==> config.mk <==
export PLATFORM = sky130hd
export DESIGN_NAME = wallace_mult_pipe
export DESIGN_NICKNAME = d
export VERILOG_FILES = /design/src/rtl/wallace_mult_pipe.sv
export SDC_FILE = /design/constraint.sdc
export NUM_CORES = 1
export LEC_CHECK = 0
export BUFFER_PORTS_ARGS = -buffer_cell sky130_fd_sc_hd__buf_4
export CORE_MARGIN = 10
export CORE_UTILIZATION = 45
export CTS_CLUSTER_SIZE = 16
export DETAILED_ROUTE_END_ITERATION = 10
export HOLD_SLACK_MARGIN = 0.03
export PLACE_DENSITY = 0.63
export SLEW_MARGIN = 30
export SYNTH_ARGS = -nofsm -noshare
export SYNTH_HDL_FRONTEND = slang
export SYNTH_SLANG_ARGS = --single-unit
==> constraint.sdc <==
create_clock -name clk -period 11.4 [get_ports clk]
set_clock_uncertainty 0.15 [all_clocks]
set_input_delay 2.28 -clock clk [delete_from_list [all_inputs] [get_ports clk]]
set_output_delay 2.28 -clock clk [all_outputs]
set_load 0.1 [all_outputs]
==> src/rtl/wallace_mult_pipe.sv <==
// wallace_mult_pipe: pipelined Wallace-tree multiplier (unsigned or Baugh-Wooley signed) with valid/ready flow control
//   clk, rst           : rising-edge clock, asynchronous active-high reset
//   in_valid/in_ready  : operand handshake; a, b, signed_mode sampled on acceptance
//   out_valid/out_ready: result handshake; product is 2*WIDTH bits, 0 when out_valid=0
//   WIDTH              : operand width (4..32); STAGES: register stages = latency (1..4)
module wallace_mult_pipe #(
    parameter int WIDTH  = 8,
    parameter int STAGES = 3
) (
    input  logic               clk,
    input  logic               rst,
    input  logic               in_valid,
    output logic               in_ready,
    input  logic [WIDTH-1:0]   a,
    input  logic [WIDTH-1:0]   b,
    input  logic               signed_mode,
    output logic               out_valid,
    input  logic               out_ready,
    output logic [2*WIDTH-1:0] product
);
    localparam int P  = 2 * WIDTH;
    localparam int NG = (P + 3) / 4;
    localparam logic [P-1:0] BW_K = (P'(1) << WIDTH) | (P'(1) << (P - 1));

    function automatic int rows_at(input int k);
        int n = WIDTH;
        for (int i = 0; i < k; i++) n = (n > 2) ? n - n / 3 : n;
        return n;
    endfunction

    function automatic int tree_levels();
        int n = WIDTH;
        int t = 0;
        while (n > 2) begin
            n = n - n / 3;
            t++;
        end
        return t;
    endfunction

    // T levels bring WIDTH rows to two; one more level folds in the Baugh-Wooley constant
    localparam int T = tree_levels();
    localparam int L = T + 1;

    function automatic logic is_cut(input int k);
        logic c = 1'b0;
        for (int s = 1; s < STAGES; s++) if ((s * L) / STAGES == k) c = 1'b1;
        return c;
    endfunction

    // Row i of the matrix; cross terms with exactly one MSB operand bit are inverted in signed mode
    function automatic logic [P-1:0] pp_row(input int i, input logic [WIDTH-1:0] x, input logic [WIDTH-1:0] y, input logic s);
        logic [P-1:0] r;
        r = '0;
        for (int j = 0; j < WIDTH; j++)
            r[i+j] = (x[j] & y[i]) ^ (s & ((i == WIDTH - 1) != (j == WIDTH - 1)));
        return r;
    endfunction

    function automatic logic [P-1:0] csa_c(input logic [P-1:0] x, input logic [P-1:0] y, input logic [P-1:0] z);
        return ((x & y) | (x & z) | (y & z)) << 1;
    endfunction

    function automatic logic [P-1:0] cla(input logic [P-1:0] x, input logic [P-1:0] y);
        logic [4*NG-1:0] xe, ye, s;
        logic [3:0] g, p;
        logic c0, c1, c2, c3, gg, pg;
        xe = '0;
        ye = '0;
        s  = '0;
        xe[P-1:0] = x;
        ye[P-1:0] = y;
        c0 = 1'b0;
        for (int n = 0; n < NG; n++) begin
            g  = xe[4*n +: 4] & ye[4*n +: 4];
            p  = xe[4*n +: 4] ^ ye[4*n +: 4];
            c1 = g[0] | (p[0] & c0);
            c2 = g[1] | (p[1] & g[0]) | (p[1] & p[0] & c0);
            c3 = g[2] | (p[2] & g[1]) | (p[2] & p[1] & g[0]) | (p[2] & p[1] & p[0] & c0);
            gg = g[3] | (p[3] & g[2]) | (p[3] & p[2] & g[1]) | (p[3] & p[2] & p[1] & g[0]);
            pg = &p;
            s[4*n +: 4] = p ^ {c3, c2, c1, c0};
            c0 = gg | (pg & c0);
        end
        return s[P-1:0];
    endfunction

    logic stall;
    assign stall    = out_valid && !out_ready;
    assign in_ready = !rst && !stall;

    // nd[k]: rows entering stage k; q[k]: same rows after the optional stage register
    logic [P-1:0] nd [T+1][WIDTH];
    logic [P-1:0] q  [T+1][WIDTH];
    logic         dv [T+2];
    logic         ds [T+2];

    assign dv[0] = in_valid;
    assign ds[0] = signed_mode;

    for (genvar i = 0; i < WIDTH; i++) begin : g_pp
        assign nd[0][i] = pp_row(i, a, b, signed_mode);
    end

    for (genvar k = 0; k <= T; k++) begin : g_stage
        if (is_cut(k)) begin : g_reg
            logic [P-1:0] r [WIDTH];
            logic         rv, rs;
            always_ff @(posedge clk or posedge rst) begin
                if (rst) begin
                    for (int i = 0; i < WIDTH; i++) r[i] <= '0;
                    rv <= 1'b0;
                    rs <= 1'b0;
                end else if (!stall) begin
                    for (int i = 0; i < WIDTH; i++) r[i] <= nd[k][i];
                    rv <= dv[k];
                    rs <= ds[k];
                end
            end
            for (genvar i = 0; i < WIDTH; i++) begin : g_q
                assign q[k][i] = r[i];
            end
            assign dv[k+1] = rv;
            assign ds[k+1] = rs;
        end else begin : g_wire
            for (genvar i = 0; i < WIDTH; i++) begin : g_q
                assign q[k][i] = nd[k][i];
            end
            assign dv[k+1] = dv[k];
            assign ds[k+1] = ds[k];
        end
        if (k < T) begin : g_red
            localparam int N = rows_at(k);
            localparam int G = N / 3;
            // each group of three rows becomes a sum row and a carry row; leftover rows pass through
            for (genvar j = 0; j < WIDTH; j++) begin : g_row
                if (j < 2 * G && j % 2 == 0) begin : g_s
                    assign nd[k+1][j] = q[k][3*(j/2)] ^ q[k][3*(j/2)+1] ^ q[k][3*(j/2)+2];
                end else if (j < 2 * G) begin : g_c
                    assign nd[k+1][j] = csa_c(q[k][3*(j/2)], q[k][3*(j/2)+1], q[k][3*(j/2)+2]);
                end else if (j < N - G) begin : g_p
                    assign nd[k+1][j] = q[k][j+G];
                end else begin : g_z
                    assign nd[k+1][j] = '0;
                end
            end
        end
    end

    logic [P-1:0] kr, fs, fc;
    assign kr = ds[T+1] ? BW_K : '0;
    assign fs = q[T][0] ^ q[T][1] ^ kr;
    assign fc = csa_c(q[T][0], q[T][1], kr);

    always_ff @(posedge clk or posedge rst) begin
        if (rst) begin
            out_valid <= 1'b0;
            product   <= '0;
        end else if (!stall) begin
            out_valid <= dv[T+1];
            product   <= dv[T+1] ? cla(fs, fc) : '0;
        end
    end
endmodule

==> results.tsv <==
metric	value	unit
DP HPWL	8460	µm
Max clock buf depth	2	
Port Buffer Count	38	
Netlist cell types	31	
worst slew pin tran	0.809	ns
Die W	136	µm
maximum vdd ir drop	0.104	mV
Async SR Flop Fraction	100	%
kind of critical path	input port to primary output	
Post-Synth XOR/XNOR Area	2.77	%
Peak Freq	170	MHz
Fillers	1241	
endpoints failing hold	0	
CTS tree	done	
Post-Synth Simple-Gate Area	19.9	%
Die Span Y	136	µm
Pre-Repair DR Iteration Count	4	
setup slack, reg-to-reg	8.05	ns
synthesis-to-finish area growth	12.1	%
WP data arrival	3.46	ns
Post-Synth Adder-Cell Area	20.7	%
total track usage	13.9	%
first-pass GRT wire length	20900	µm
Via-to-Cell Ratio	4.81	
fin cells	845	
dominant cells by area after synthesis	dfrtp_1 44%, fa_1 14%, nand2_1 12%, ha_1 6.7%, inv_1 4.4%	
largest family of logic cells by synthesized area	adder cells	
CP required	8.97	ns
Syn Inst Count	641	
initial antenna violation count	0	
post-CTS setup buffer count	0	
Post-synth top flop	dfrtp_1	
Final Critical Period	5.89	ns
Pins Over Slew Limit	0	
CP Capture Type	primary output	
Final Cell Area	6740	µm²
n_diodes	0	
multi-input logic area	2990	µm²
Ports	39	
register area share after synthesis	44.1	%
Wirelength per Cell	14.1	µm
status	completed	
Nets	759	
FP Rows	42	
P_leak	3.51	nW
Post-synth EDFFs	0	
mux share of post-synthesis cell area	0.167	%
PnR Total Power	1.74	mW
Power Density	258	nW/µm²
placed insts	829	
largest net degree at the start of global routing	80	
Tightest Hold Check Type	register to register	
core area	13100	µm²
Synth Area in Compound Gates	6.04	%
DP Area	6440	µm²
DRC violations left	0	
Worst Setup Start Kind	input port	
Synth top area share	44.1	%
cell area after synthesis	6010	µm²
post-CTS sizing	0	
vias in the first global route	4274	
DRT iter0 DRCs	231	
via count	4068	
Initial Util	45.7	%
layout cell share with drive strength beyond 1	8.97	%
CTS Hold Bufs	0	
clock slew at reported path FFs	0.07	ns
DRT antenna net count	0	
Routed WL	11900	µm
leading area contributor after synthesis	dfrtp_1	
Sink Count	106	
TritonCTS Buffers	9	
flops & latches, synth	106	
CTS root buffer	clkbuf_16	
Syn Nets	736	
total grt overflow	0	
RSZ-0062 raised after global routing	no	
GP Congestion	0.778	
sequential cell area	2650	µm²
YS warnings	0	
endpoints failing setup	0	
total of max-cap violations	0	
Tcrit/Tclk final	51.7	%
Die Footprint	18400	µm²
slew margin rel.	46.1	%
syn_area_per_cell	9.38	µm²
final core occ	51.3	%
CP Max Fanout	79	
H-tree levels	3	
setup_tns	0	ns
clock latency at the later pin of the worst-skew pair	0.34	ns
==> cells in the mapped netlist, drive strengths merged, types with 2 or more instances <==
cell type and count:
nor2b 2, nand3 18, nand2 197, a21oi 9, nor2 10, clkbuf 20
nand3b 2, o21ai 45, inv 71, xor2 12, o21a 3, nor3 2
nand2b 2, ha 32, buf 9, fa 42, and4 2, and2 40
dfrtp 106, xnor2 7, o31ai 3
==> cell families after synthesis <==
kind of cell,Yosys count
buffers and inverters,100
muxes,1
and+or+nand+nor,276
adders and majority gates,74
DFF,106
AOI/OAI and AO/OA,65
xor gates and xnor gates,19
==> registers in the layout, indices dropped and copies added (netlist names) <==
name / count
g_stage.g_reg.r: 85
g_stage.g_reg.rs: 2
g_stage.g_reg.rv: 2
out_valid: 1
product: 16
==> cell usage in the layout, fill, tap and decap left out, types with 2 or more instances in the layout <==
cell,synthesis,layout
nand2_1,197,197
dfrtp_1,106,106
inv_1,71,70
o21ai_0,44,44
fa_1,42,42
buf_4,0,41
and2_1,40,40
ha_1,32,32
nand3_1,18,18
xor2_1,12,12
nor2_1,10,10
a21oi_1,9,9
clkbuf_16,0,9
xnor2_1,7,7
o21a_1,3,3
o31ai_1,3,3
clkinv_2,0,3
nand3b_1,2,2
nor3_1,2,2
and4_1,2,2
==> layer usage <==
metal / GRT usage (%) / routed length [µm]
met5: 0 / 0
met1: 18.4 / 5650
met3: 3.23 / 512
met2: 22.2 / 5570
met4: 4.31 / 184
==> stage by stage <==
stage,worst slack [ns],hold WS [ns]
3_3_place_gp,5.49,0.300
2_1_floorplan,5.06,0.288
4_1_cts,5.49,0.322
5_1_grt,5.34,0.344
6_report,5.51,0.317
3_5_place_dp,5.49,0.306
==> path summary, 6_finish.rpt <==
check / cells after the start / endpoint / from
min reg2reg: 2 / product[7]$_DFFE_PP0N_ / product[7]$_DFFE_PP0N_
min: 2 / product[7]$_DFFE_PP0N_ / product[7]$_DFFE_PP0N_
max in group asynchronous: 3 / g_stage[3].g_reg.r[91]$_DFFE_PP0N_ / rst
min in group asynchronous: 2 / product[12]$_DFFE_PP0N_ / rst
max reg2reg: 10 / product[12]$_DFFE_PP0N_ / g_stage[3].g_reg.r[88]$_DFFE_PP0N_
max: 5 / in_ready / out_ready
==> where the power goes <==
| group | internal (mW) | switching [mW] |
|---|---|---|
| Sequential | 0.490 | 0.0657 |
| Combinational | 0.313 | 0.561 |
| Clock | 0.176 | 0.135 |
==> critical path, cell delays in order <==
cell and delay [ns]:
buf_4 0.12, nor2b_4 0.09, buf_4 0.62, nor2_1 0.08, buf_4 0.26
==> layout make-up <==
type | instances | share of cell area, %
Tap cell | 176 | 3.27
Clock buffer | 11 | 3.60
Timing Repair Buffer | 41 | 4.57
Multi-Input combinational cell | 435 | 44.4
Clock inverter | 5 | 0.799
Sequential cell | 106 | 39.4
Inverter | 71 | 3.99
Power figures use the tool's default switching activity.
